`config.mk`:
```
export PLATFORM = sky130hd
export DESIGN_NAME = digit_serial_adder
export DESIGN_NICKNAME = d
export VERILOG_FILES = /design/src/rtl/digit_serial_adder.sv
export SDC_FILE = /design/constraint.sdc
export NUM_CORES = 1
export LEC_CHECK = 0
export CAP_MARGIN = 15
export CORE_MARGIN = 5
export CORE_UTILIZATION = 53
export DETAILED_ROUTE_END_ITERATION = 10
export PLACE_DENSITY_LB_ADDON = 0.1
export SYNTH_ARGS = -nofsm -noshare
export SYNTH_HDL_FRONTEND = slang
export SYNTH_SLANG_ARGS = --single-unit
```
`constraint.sdc`:
```
create_clock -name clk -period 4.2 [get_ports clk]
set_input_delay 0.84 -clock clk [delete_from_list [all_inputs] [get_ports clk]]
set_output_delay 0.84 -clock clk [all_outputs]
set_load 0.005 [all_outputs]
```
`src/rtl/digit_serial_adder.sv`:
```
// Digit-serial adder/subtractor: adds two WIDTH-bit operands DIGIT bits per clock
// through a registered carry, with valid/ready handshakes on both sides.
module digit_serial_adder #(
   parameter int WIDTH = 16,
   parameter int DIGIT = 4
) (
   input  logic             clk,
   input  logic             rst,
   input  logic             in_valid,
   output logic             in_ready,
   input  logic [WIDTH-1:0] x,
   input  logic [WIDTH-1:0] y,
   input  logic             c_in,
   input  logic             sub,
   output logic             out_valid,
   input  logic             out_ready,
   output logic [WIDTH-1:0] s,
   output logic             c_out,
   output logic             ovf,
   output logic             busy
);

   localparam int N     = WIDTH / DIGIT;
   localparam int CNT_W = (N > 1) ? $clog2(N) : 1;

   typedef enum logic [1:0] {
      IDLE,
      RUN,
      DONE
   } state_t;

   state_t state_q, state_d;

   logic [WIDTH-1:0] a_q, b_q, s_q;
   logic             carry_q, c_out_q, ovf_q;
   logic [CNT_W-1:0] cnt_q;

   logic [DIGIT:0]   digit_sum;
   logic [WIDTH-1:0] digit_ext;
   logic             msb_carry_in;
   logic             last_digit;
   logic             accept;

   // One DIGIT-wide slice; the extra bit is the digit carry-out.
   always_comb begin
      digit_sum = {1'b0, a_q[DIGIT-1:0]} + {1'b0, b_q[DIGIT-1:0]}
                + {{DIGIT{1'b0}}, carry_q};
      digit_ext = '0;
      digit_ext[DIGIT-1:0] = digit_sum[DIGIT-1:0];
   end

   // Carry into the top bit of the digit, recovered from that bit's sum:
   // for the last digit this is the carry into the operand MSB.
   assign msb_carry_in = a_q[DIGIT-1] ^ b_q[DIGIT-1] ^ digit_sum[DIGIT-1];
   assign last_digit   = (cnt_q == CNT_W'(N - 1));
   assign accept       = (state_q == IDLE) && in_valid;

   // NOTE: every signal written in always_comb gets a default first, so no
   // path through the case leaves it unassigned and no latch is inferred.
   always_comb begin
      state_d = state_q;
      case (state_q)
         IDLE: if (in_valid)   state_d = RUN;
         RUN:  if (last_digit) state_d = DONE;
         DONE: if (out_ready)  state_d = IDLE;
         default:              state_d = IDLE;
      endcase
   end

   // NOTE: sequential state uses non-blocking assignments so every register
   // samples the pre-edge values, independent of statement order.
   always_ff @(posedge clk or posedge rst) begin
      if (rst) state_q <= IDLE;
      else     state_q <= state_d;
   end

   // NOTE: the operand shift registers are reset too; they are plain flops,
   // not a memory array, and resetting them keeps s deterministic.
   always_ff @(posedge clk or posedge rst) begin
      if (rst) begin
         a_q     <= '0;
         b_q     <= '0;
         s_q     <= '0;
         carry_q <= 1'b0;
         c_out_q <= 1'b0;
         ovf_q   <= 1'b0;
         cnt_q   <= '0;
      end else begin
         if (accept) begin
            // Subtraction as x + ~y + ~c_in: invert B and the incoming borrow.
            a_q     <= x;
            b_q     <= sub ? ~y : y;
            carry_q <= c_in ^ sub;
            cnt_q   <= '0;
         end else if (state_q == RUN) begin
            s_q     <= (s_q >> DIGIT) | (digit_ext << (WIDTH - DIGIT));
            a_q     <= a_q >> DIGIT;
            b_q     <= b_q >> DIGIT;
            carry_q <= digit_sum[DIGIT];
            if (last_digit) begin
               c_out_q <= digit_sum[DIGIT];
               ovf_q   <= msb_carry_in ^ digit_sum[DIGIT];
            end else begin
               cnt_q <= cnt_q + CNT_W'(1);
            end
         end
      end
   end

   assign in_ready  = (state_q == IDLE);
   assign out_valid = (state_q == DONE);
   assign busy      = (state_q == RUN);
   assign s         = s_q;
   assign c_out     = c_out_q;
   assign ovf       = ovf_q;

endmodule

```
==> impl_metrics.tcl <==
set metrics [dict create \
    clk-insertion-delay-late_ns 0.31 \
    critPathRequiredTime_ns 3.36 \
    post-cts-setup-buffer-count 0 \
    postSynthAreaPerCell_um2 9.97 \
    synth-seq-cells 55 \
    cp_max_fo 32 \
    crit_arrival_ns 1.91 \
    ys_seq_area_share_pct 54.8 \
    wl_per_cell_um 14.1 \
    cts-root-buf "clkbuf_8" \
    core_area_um2 4660 \
    timing.rr.end "carry_q$_DFFE_PP0P_" \
    crit_path_end_kind "primary output" \
    syn_area_um2 2510 \
    crit_path_start_kind "flop" \
    p_leak_uw 0.00147 \
    synth_area_leader_cell "dfrtp_1" \
    vdd_drop_max_mv 0.694 \
    ant_nets 0 \
    wirelength_um 5070 \
    worst_r2r_path_depth 6 \
    ios 59 \
    yosys.cell_types.count 27 \
    endpoint "busy" \
    port_buffers 58 \
    num_rows 25 \
    met1_usage_pct 24.5 \
    dp_slack_ns 1.56 \
    power_density_nw_per_um2 692 \
    ys_warn_count 0 \
    post-route-util_pct 68.6 \
    clock_skew_ns 0.00503 \
    nFillCells 393 \
    layout_common_cells "nand2_1, clkdlybuf4s50_1, dfrtp_1, xnor2_1, nor2_1" \
    grt_use_met2_pct 27.2 \
    grt_pass1_vias 1822 \
    drive_above_1_share_pct 5.23 \
    n_antenna_cell 0 \
    tritoncts "built" \
    slew_violations 0 \
    grt_use_met3_pct 3.29 \
    tns_ns 0 \
    seq_area_um2 1380 \
    slew-limit-headroom_pct 39.4 \
    die_area_um2 6220 \
    syn_nets 296 \
    detail_route.iter0.violations 102 \
    overflow 0 \
    outcome "finished clean" \
    rsz0062_at_grt "false" \
    grt_pass1_wl_um 8550 \
    worst_pin_slew_ns 0.906 \
    areaGrowthSynthToFinish_pct 27.2 \
    ctsLongestPathBuffers 2 \
    firstDrtPassIters 4 \
    crit_start "state_q[1]$_DFFE_PP0P_" \
    yosys-top-cells-area "dfrtp_1, nand2_1, xnor2_1" \
    worstReg2RegStart "state_q[1]$_DFFE_PP0P_" \
    antenna_found_initial 0 \
    synthCells 252 \
    mostFrequentLayoutCell "nand2_1" \
    cts_resized 0 \
    grtUsageTotal_pct 17.4 \
    cts.sinks 55 \
    final_nets 349 \
    cts_hold_buf 0 \
    fin_ws_ns 1.45 \
    path_class "reg2out" \
    maxCapViolations 0 \
    via_per_inst 5.24 \
    multi_input_area_um2 1040 \
    max_freq_mhz 364 \
    hold_path.class "reg2reg" \
    cts.reportedPaths.clkPinSlew_ns 0.09 \
    grt_max_degree 56 \
    synth_top_cell_area_share_pct 54.8 \
    setup_violations 0 \
    dp_hpwl_um 3480 \
    drc 0 \
    top_usage_layer "met2" \
    period_share_pct 65.5 \
    cts_inserted_buffers 5 \
    finalHoldViolations 0 \
    htree_num_levels 2 \
    start_util_pct 53.9 \
    finalCriticalPeriod_ns 2.75 \
    die_w_um 78.9 \
    gp_congestion 0.763 \
    r2r_slack_ns 2.00 \
    dr_total_vias 1888 \
    die_h_um 78.9 \
]
per-layer routing:
metal	vias to the layer above	part of all wire (%)	wire length (µm)
li1	940	-	-
met1	897	47	2360
met2	43	47	2400
met3	8	4.5	228
met4	0	1.5	76
met5	-	0	0
synthesized netlist by cell type, drive strengths merged:
master and n:
a21o 1, nand3 4, o2bb2ai 1, a221o 13
inv 5, ha 4, nand2b 3, fa 2
dfrtp 55, buf 10, nor3 1, xor2 3
a21oi 2, nor2b 1, clkbuf 5, xnor2 18
o21ai 16, nand2 78, nor2 17, a22oi 12
nor3b 1
power breakdown:
group	total [µW]	internal, µW	switching (µW)
logic	1010	483	524
clock network	281	115	167
registers	923	767	156
total	2210	1360	847
stage by stage:
step | instance area, µm² | hold WS [ns] | power [µW] | cells
floorplan | 2510 | 0.445 | 1600 | 252
global placement | 3090 | 0.458 | 1910 | 351
detailed placement | 3090 | 0.462 | 1950 | 351
CTS | 3180 | 0.484 | 2230 | 359
global route | 3200 | 0.518 | 2420 | 360
finish | 3200 | 0.480 | 2210 | 360
cells by family (layout without fill, tap and decap cells):
kind of cell	Yosys count	in the layout	share of synthesized area [%]
AND/OR/NAND/NOR	105	105	17.3
flip-flops	55	55	54.8
AO/OA/AOI/OAI	45	45	13.0
XOR/XNOR	21	21	7.32
buffers and inverters	20	74	4.03
adder cells (fa/ha/maj)	6	6	3.58
sequential cells by signal, summed over array words and instances (netlist names):
name	flops
state_q	2
ovf	1
c_out	1
cnt_q	2
carry_q	1
s	16
b_q	16
a_q	16
cell type report:
type | instances | area share [%]
Inverter | 5 | 0.587
Multi-Input combinational cell | 177 | 32.4
Timing Repair Buffer | 61 | 19.2
Clock buffer | 5 | 2.15
Sequential cell | 55 | 43.0
Tap cell | 54 | 2.11
Clock inverter | 3 | 0.469
critical path, stage by stage (launching register included):
cell             delay (ns)
dfrtp_1                0.43
nand2b_2               0.50
inv_2                  0.15
clkdlybuf4s50_1        0.51
worst min-delay path by stage:
stage / from / end / slack [ns] / cells past startpoint
finish: s[3]$_DFFE_PP0P_ / s[3]$_DFFE_PP0P_ / 0.48 / 2
global route: a_q[9]$_DFFE_PP0P_ / a_q[9]$_DFFE_PP0P_ / 0.52 / 2
CTS: s[3]$_DFFE_PP0P_ / s[3]$_DFFE_PP0P_ / 0.48 / 2
detailed placement: s[3]$_DFFE_PP0P_ / s[3]$_DFFE_PP0P_ / 0.46 / 2
global placement: s[1]$_DFFE_PP0P_ / s[1]$_DFFE_PP0P_ / 0.46 / 2
floorplan: a_q[11]$_DFFE_PP0P_ / a_q[11]$_DFFE_PP0P_ / 0.45 / 2
No activity file was read; power rests on OpenSTA's default activity.
